$ cat config.mk
export PLATFORM = sky130hd
export DESIGN_NAME = alu_exec_pipe
export DESIGN_NICKNAME = d
export VERILOG_FILES = /design/src/rtl/alu_exec_pipe.sv
export SDC_FILE = /design/constraint.sdc
export NUM_CORES = 1
export LEC_CHECK = 0
export CAP_MARGIN = 20
export CORE_MARGIN = 10
export CORE_UTILIZATION = 51
export DETAILED_ROUTE_END_ITERATION = 8
export HOLD_SLACK_MARGIN = 0.08
export PLACE_DENSITY = 0.8
export SYNTH_ARGS = -nofsm -noshare
export SYNTH_HDL_FRONTEND = slang
export SYNTH_SLANG_ARGS = --single-unit
$ cat constraint.sdc
create_clock -name clk -period 2.48 [get_ports clk]
set_clock_uncertainty 0.2 [all_clocks]
set_input_delay 0.496 -clock clk [delete_from_list [all_inputs] [get_ports clk]]
set_output_delay 0.496 -clock clk [all_outputs]
set_load 0.005 [all_outputs]
$ cat src/rtl/alu_exec_pipe.sv
// Two-stage ADD/XOR execution pipe: operand register (S1) feeding a result
// register (S2), valid/ready handshake on both ends, synchronous flush.
module alu_exec_pipe #(
  parameter int WIDTH = 16,
  parameter int TAGW  = 3
) (
  input  logic             clk,
  input  logic             rst_n,
  input  logic             flush,
  input  logic             in_valid,
  output logic             in_ready,
  input  logic [WIDTH-1:0] in_a,
  input  logic [WIDTH-1:0] in_b,
  input  logic             in_op,
  input  logic [TAGW-1:0]  in_rd,
  output logic             out_valid,
  input  logic             out_ready,
  output logic [WIDTH-1:0] out_result,
  output logic             out_carry,
  output logic             out_zero,
  output logic [TAGW-1:0]  out_rd,
  output logic [7:0]       op_count
);

  logic             s1_valid;
  logic [WIDTH-1:0] s1_a;
  logic [WIDTH-1:0] s1_b;
  logic             s1_op;
  logic [TAGW-1:0]  s1_rd;

  logic             s2_valid;
  logic [WIDTH-1:0] s2_result;
  logic             s2_carry;
  logic [TAGW-1:0]  s2_rd;

  logic             s2_free;
  logic             accept;
  logic             move;
  logic             retire;
  logic [WIDTH:0]   sum;
  logic [WIDTH-1:0] alu_result;
  logic             alu_carry;

  // flush gates every transfer so nothing moves or retires in a kill cycle
  assign s2_free  = !s2_valid || out_ready;
  assign in_ready = !flush && (!s1_valid || s2_free);
  assign accept   = in_valid && in_ready;
  assign move     = !flush && s1_valid && s2_free;
  assign retire   = !flush && s2_valid && out_ready;

  always_comb begin
    sum        = {1'b0, s1_a} + {1'b0, s1_b};
    alu_result = sum[WIDTH-1:0];
    alu_carry  = sum[WIDTH];
    if (s1_op) begin
      alu_result = s1_a ^ s1_b;
      alu_carry  = 1'b0;
    end
  end

  always_ff @(posedge clk or negedge rst_n) begin
    if (!rst_n) begin
      s1_valid <= 1'b0;
      s1_a     <= '0;
      s1_b     <= '0;
      s1_op    <= 1'b0;
      s1_rd    <= '0;
    end else if (flush) begin
      s1_valid <= 1'b0;
    end else if (accept) begin
      s1_valid <= 1'b1;
      s1_a     <= in_a;
      s1_b     <= in_b;
      s1_op    <= in_op;
      s1_rd    <= in_rd;
    end else if (move) begin
      s1_valid <= 1'b0;
    end
  end

  always_ff @(posedge clk or negedge rst_n) begin
    if (!rst_n) begin
      s2_valid  <= 1'b0;
      s2_result <= '0;
      s2_carry  <= 1'b0;
      s2_rd     <= '0;
    end else if (flush) begin
      s2_valid <= 1'b0;
    end else if (move) begin
      s2_valid  <= 1'b1;
      s2_result <= alu_result;
      s2_carry  <= alu_carry;
      s2_rd     <= s1_rd;
    end else if (retire) begin
      s2_valid <= 1'b0;
    end
  end

  always_ff @(posedge clk or negedge rst_n) begin
    if (!rst_n) begin
      op_count <= 8'd0;
    end else if (retire) begin
      op_count <= op_count + 8'd1;
    end
  end

  assign out_valid  = s2_valid;
  assign out_result = s2_result;
  assign out_carry  = s2_carry;
  assign out_zero   = (s2_result == '0);
  assign out_rd     = s2_rd;

endmodule

After elaboration in Yosys (flattened, before gate mapping)
Index checks and enable logic that the tools add are counted.
{ "word_totals": {"regBits": 66, "inputBits": 41, "output_inout_bits": 31, "elab_cells": 38} }
{ "classes": {"addsub": 2, "mux": 8, "n_bitwise": 2, "n_reduce_logical": 16} }
{ "ops": {"columns": ["operator", "count"], "rows": [
  ["adder 16 x 16 -> 17 bit", 1],
  ["logical NOT 16 bit", 1],
  ["two-way mux 16 bit", 1],
  ["XOR 16 bit", 1],
  ["adder 8 x 1 -> 8 bit, second input constant", 1],
  ["two-way mux 1 bit", 7],
  ["logical AND 1 bit", 6],
  ["nonzero test 3 bit", 2],
  ["AND reduction 2 bit", 2],
  ["logical NOT 1 bit", 3],
  ["logical OR 1 bit", 2],
  ["NOT 1 bit", 1]
]} }

Logic depth before layout (Yosys ltp)
Gate-level depths: netlist of the first run.
{ "logic_depth": {"depth_word": 7, "ltp_mapped": 8, "ltp_nobuf": 8} }

Worst setup path before layout of the first run
Ideal clock, no wire load.
{ "synth_timing": {"kind": "register to register", "from": "register s1_a[0]", "to": "register s2_result[14] (netlist: out_result[14])", "setup_time_ns": 0.087, "t_arrival_ns": 1.833, "t_required_ns": 2.193, "slack_ns": 0.361, "path_stages_with_launch": 9, "path_buffers": 0, "period_less_slack_ns": 2.119, "path_cell_list": "dfrtp_1 -> ha_1 -> fa_1 -> a21oi_2 -> o21ai_2 -> nand3_2 -> o2111a_1 -> or4_1 -> o211ai_1"} }
{ "synth_via": {"elab_chain_len": 2} }
{ "synth_lines": {"columns": ["item", "line", "text"], "rows": [
  ["from (decl)", "26", "logic [WIDTH-1:0] s1_a;"],
  ["from (signal assigned)", "72", "s1_a <= in_a;"],
  ["adder 16 x 16 -> 17 bit", "52", "sum = {1'b0, s1_a} + {1'b0, s1_b};"],
  ["two-way mux 16 bit", "55", "if (s1_op) begin"],
  ["to (signal assigned)", "91", "s2_result <= alu_result;"],
  ["to (decl)", "32", "logic [WIDTH-1:0] s2_result;"]
]} }
Every way passes these cells.
A chain may end at the register's enable or synchronous reset.

Worst setup path in the final report of the first run
Ends and elaborated chain as after synthesis.

==> results of run 1 <==
## routing by layer
| layer | up-vias | GRT usage | share of wire |
|---|---|---|---|
| li1 | 1287 | - | - |
| met1 | 1264 | 0.191 | 0.44 |
| met2 | 79 | 0.252 | 0.48 |
| met3 | 13 | 0.0504 | 0.064 |
| met4 | 0 | 0.0484 | 0.012 |
| met5 | - | 0 | 0 |
## what timing repair did
item | 4_1_cts | 5_1_grt
pin swaps | 0 | 1
buffers inserted | 0 | 1
endpoints found under the hold margin | 66 | 0
hold buffers | 1 | 0
resized for setup | 2 | 2
setup endpoints to repair | 2 | 2
## logic make-up after synthesis
logic type               Yosys count
flip-flops                        66
AND/OR/NAND/NOR                   89
adder cells (fa/ha/maj)           18
XOR/XNOR                          19
AO/OA/AOI/OAI                     63
buffers and inverters             16
multiplexers                      38
## synth_stat cells (4+ instances only)
cell / number
ha_1: 17
nand3_1: 4
nor4_1: 6
a21oi_1: 16
nand2_1: 40
dfrtp_1: 66
xnor2_1: 14
buf_2: 5
mux2_2: 37
inv_1: 5
o211ai_1: 4
xor2_1: 5
nand4_1: 4
and3_1: 4
nor2_1: 15
o21ai_1: 13
o21ai_0: 6
## critical path: stages, from the launching register on
cell,delay [ps]
dfrtp_1,350
ha_2,220
fa_1,210
a21oi_2,80
o21ai_2,180
nand3_2,140
o2111a_1,300
or4_1,400
o211ai_1,160
## cells in the final DEF (no fill, tap or decap), types with 5 or more instances in the layout
| cell | instances |
|---|---|
| clkdlybuf4s50_1 | 68 |
| dfrtp_1 | 66 |
| nand2_1 | 40 |
| mux2_2 | 37 |
| a21oi_1 | 16 |
| ha_1 | 16 |
| nor2_1 | 15 |
| xnor2_1 | 14 |
| o21ai_1 | 13 |
| clkbuf_8 | 11 |
| buf_4 | 9 |
| o21ai_0 | 6 |
| nor4_1 | 5 |
| inv_1 | 5 |
| xor2_1 | 5 |
## how the worst min path moves through the flow
stage / from / endpoint / slack (ps) / cells after the start
finish: op_count[7] / op_count[7] / 270 / 1
global route: op_count[7] / op_count[7] / 290 / 1
CTS: op_count[7] / op_count[7] / 280 / 1
detailed placement: s1_rd[0] / out_rd[0] / 260 / 2
global placement: s1_rd[2] / out_rd[2] / 250 / 2
floorplan: rst_n / op_count[0] / 0.4 / 0
## final cells by class
type                    instances  area, um^2
flip-flops and latches         66        1650
fillers                       469        1920
clock inverters                 2        60.1
inverters                       5        18.8
well taps                      77        96.3
multi-input cells             227        1690
clock buffers                  13         159
repair buffers                 83         825
## flip-flops by register name, indices dropped and copies added, names as in the netlist
name	flops
op_count	8
out_carry	1
out_rd	3
out_result	16
out_valid	1
s1_a	16
s1_b	16
s1_op	1
s1_rd	3
s1_valid	1
## through the flow
stage | std cells | TNS, ps | area (um^2) | total power, mW
4_1_cts | 472 | 0 | 4490 | 3.95
6_report | 473 | 0 | 4500 | 3.92
3_3_place_gp | 456 | -9.00 | 4260 | 2.87
5_1_grt | 473 | 0 | 4500 | 4.18
2_1_floorplan | 309 | 0 | 3400 | 2.27
3_5_place_dp | 456 | -72.3 | 4260 | 2.92
## power by group through the flow
stage / logic [mW] / registers [mW] / clock network (mW)
final: 1.41 / 1.50 / 1.01
after global placement: 1.37 / 1.50 / 0
after detailed placement: 1.40 / 1.52 / 0
after global routing: 1.57 / 1.54 / 1.08
after floorplan: 0.782 / 1.49 / 0
after CTS: 1.41 / 1.51 / 1.03
==> flow_summary_export.csv, run 1 <==
group,metric,value,unit
cts,cts_num_sinks,66,
synthesis,syn_inst,309,
critical_path,cp.required,2540,ps
power,swShare,0.314,
sta,timing.final.ws_setup,152,ps
synthesis,yosys.area.top_type,"dfrtp_1",
synthesis,syn_area,3400,um^2
cells_and_area,layout.nets,451,
synthesis,yosysSeqAreaShare,0.486,
detailed_routing,initialDrtViolationCount,162,
cts,cts-root-buf,"clkbuf_8",
critical_path,worstSetupStartpoint,"s1_a[0]",
placement,dpl_worst_slack,-45.0,ps
sta,final-setup-viol-count,0,
sta,min_period_over_period,0.939,
detailed_routing,drtAntennaViolNets,0,
critical_path,cp.arrival,2390,ps
floorplanning,start_util,0.530,
power,power.leakage,1.95,nW
critical_path,rrSetupSlack,150,ps
floorplanning,boundaryPins,72,
grt,grt_max_degree,67,
synthesis,yosys_warnings,0,
placement,place.gp.congestion,0.822,
cts,clkLatencyLatePin,340,ps
detailed_routing,routedWlPerCell,16.5,um
floorplanning,core,6420,um^2
synthesis,synth_mux_area_frac,0.125,
synthesis,yosysUniqueCellTypes,50,
synthesis,synthXorXnorAreaFrac,0.0489,
grt,grt_usage,0.155,
synthesis,ys_ff_latch,66,
synthesis,synth_top_area_share,0.486,
cells_and_area,areaGrowthSynthToFinish,32.4,%
power,p_clk_frac,0.257,
synthesis,synth_compound_area_frac,0.122,
critical_path,endpoint_kind,"register",
floorplanning,die_h,102,um
run_status,status,"finished clean",
floorplanning,die_area,10300,um^2
sta,hold_viol,0,
power,internal_power,2.69,mW
cts,cts_buffer_depth,2,
synthesis,synthFlopType,"dfrtp_1",
cells_and_area,final_util,0.701,
cts,numCtsBuffers,9,
placement,dp_hpwl,5920,um
flow_run,drv_cap,0,
floorplanning,die_w,102,um
critical_path,worstReg2RegStart,"s1_a[0]",
cells_and_area,drive_gt1_frac,0.184,
synthesis,async_flop_share,1.00,
power,p_switching,1.23,mW
detailed_routing,drt_wl_total,7800,um
worst_hold_path,hold_path_class,"reg -> reg",
sta,fmax,0.430,GHz
sta,slew_headroom,0.749,
grt,grt-ovfl-total,0,
detailed_routing,drc,0,
grt,grt_pass1_vias,2658,
power,peakVddDrop,0.444,mV
detailed_routing,vias,2643,
sta,rsz0062_at_grt,"false",
placement,numPortBuffers,71,
detailed_routing,vias_per_cell,5.59,
synthesis,synth_enable_flop_cells,0,
power,comb_power_share,0.359,
cells_and_area,diodes,0,
cts,path_clk_slew,70,ps
synthesis,synthSimpleGateAreaFrac,0.130,
synthesis,syn_area_per_cell,11.0,um^2
critical_path,reg2reg_depth,8,
detailed_routing,drt-pass1-iter-count,5,
sta,post-route-min-period,2330,ps
power,pwr-share-seq,0.384,
grt,grt_pass1_wl,12700,um
sta,tightest_slew,367,ps
floorplanning,rows,29,
grt,grt_antenna_before_repair,0,
critical_path,startpoint_type,"register",
critical_path,crit_fanout,4,
synthesis,synthAdderAreaFrac,0.0684,
critical_path,critical_path_class,"reg -> reg",
synthesis,synth_top_family_by_area,"simple AND/OR/NAND/NOR gates",
synthesis,syn-num-nets,368,
critical_path,rr_endpoint,"out_result[14]",
sta,holdWs,271,ps
synthesis,synthTopCellsByArea,"dfrtp_1 49%, mux2_2 12%, ha_1 6.3%",
cts,cts_tree,"yes",
power,p_per_area,871,nW/um^2
sta,slew_violations,0,
critical_path,endpoint,"out_result[14]",
cts,htreeDepth,3,
Note: power is estimated with default switching activity, not from simulation.
==> run 2, diff against run 1 <==
--- a/config.mk
+++ b/config.mk
@@ -5,7 +5,7 @@
 export SDC_FILE = /design/constraint.sdc
 export NUM_CORES = 1
 export LEC_CHECK = 0
-export CAP_MARGIN = 20
+export CAP_MARGIN = 15
 export CORE_MARGIN = 10
 export CORE_UTILIZATION = 51
 export DETAILED_ROUTE_END_ITERATION = 8
==> results of run 2 <==
Same layout as run 1: the final DEF is identical, and so are final timing and power.
==> run 3, diff against run 2 <==
--- a/config.mk
+++ b/config.mk
@@ -8,6 +8,7 @@
 export CAP_MARGIN = 15
 export CORE_MARGIN = 10
 export CORE_UTILIZATION = 51
+export CTS_CLUSTER_DIAMETER = 150
 export DETAILED_ROUTE_END_ITERATION = 8
 export HOLD_SLACK_MARGIN = 0.08
 export PLACE_DENSITY = 0.8
==> results of run 3 <==
Same layout as run 1: the final DEF is identical, and so are final timing and power.
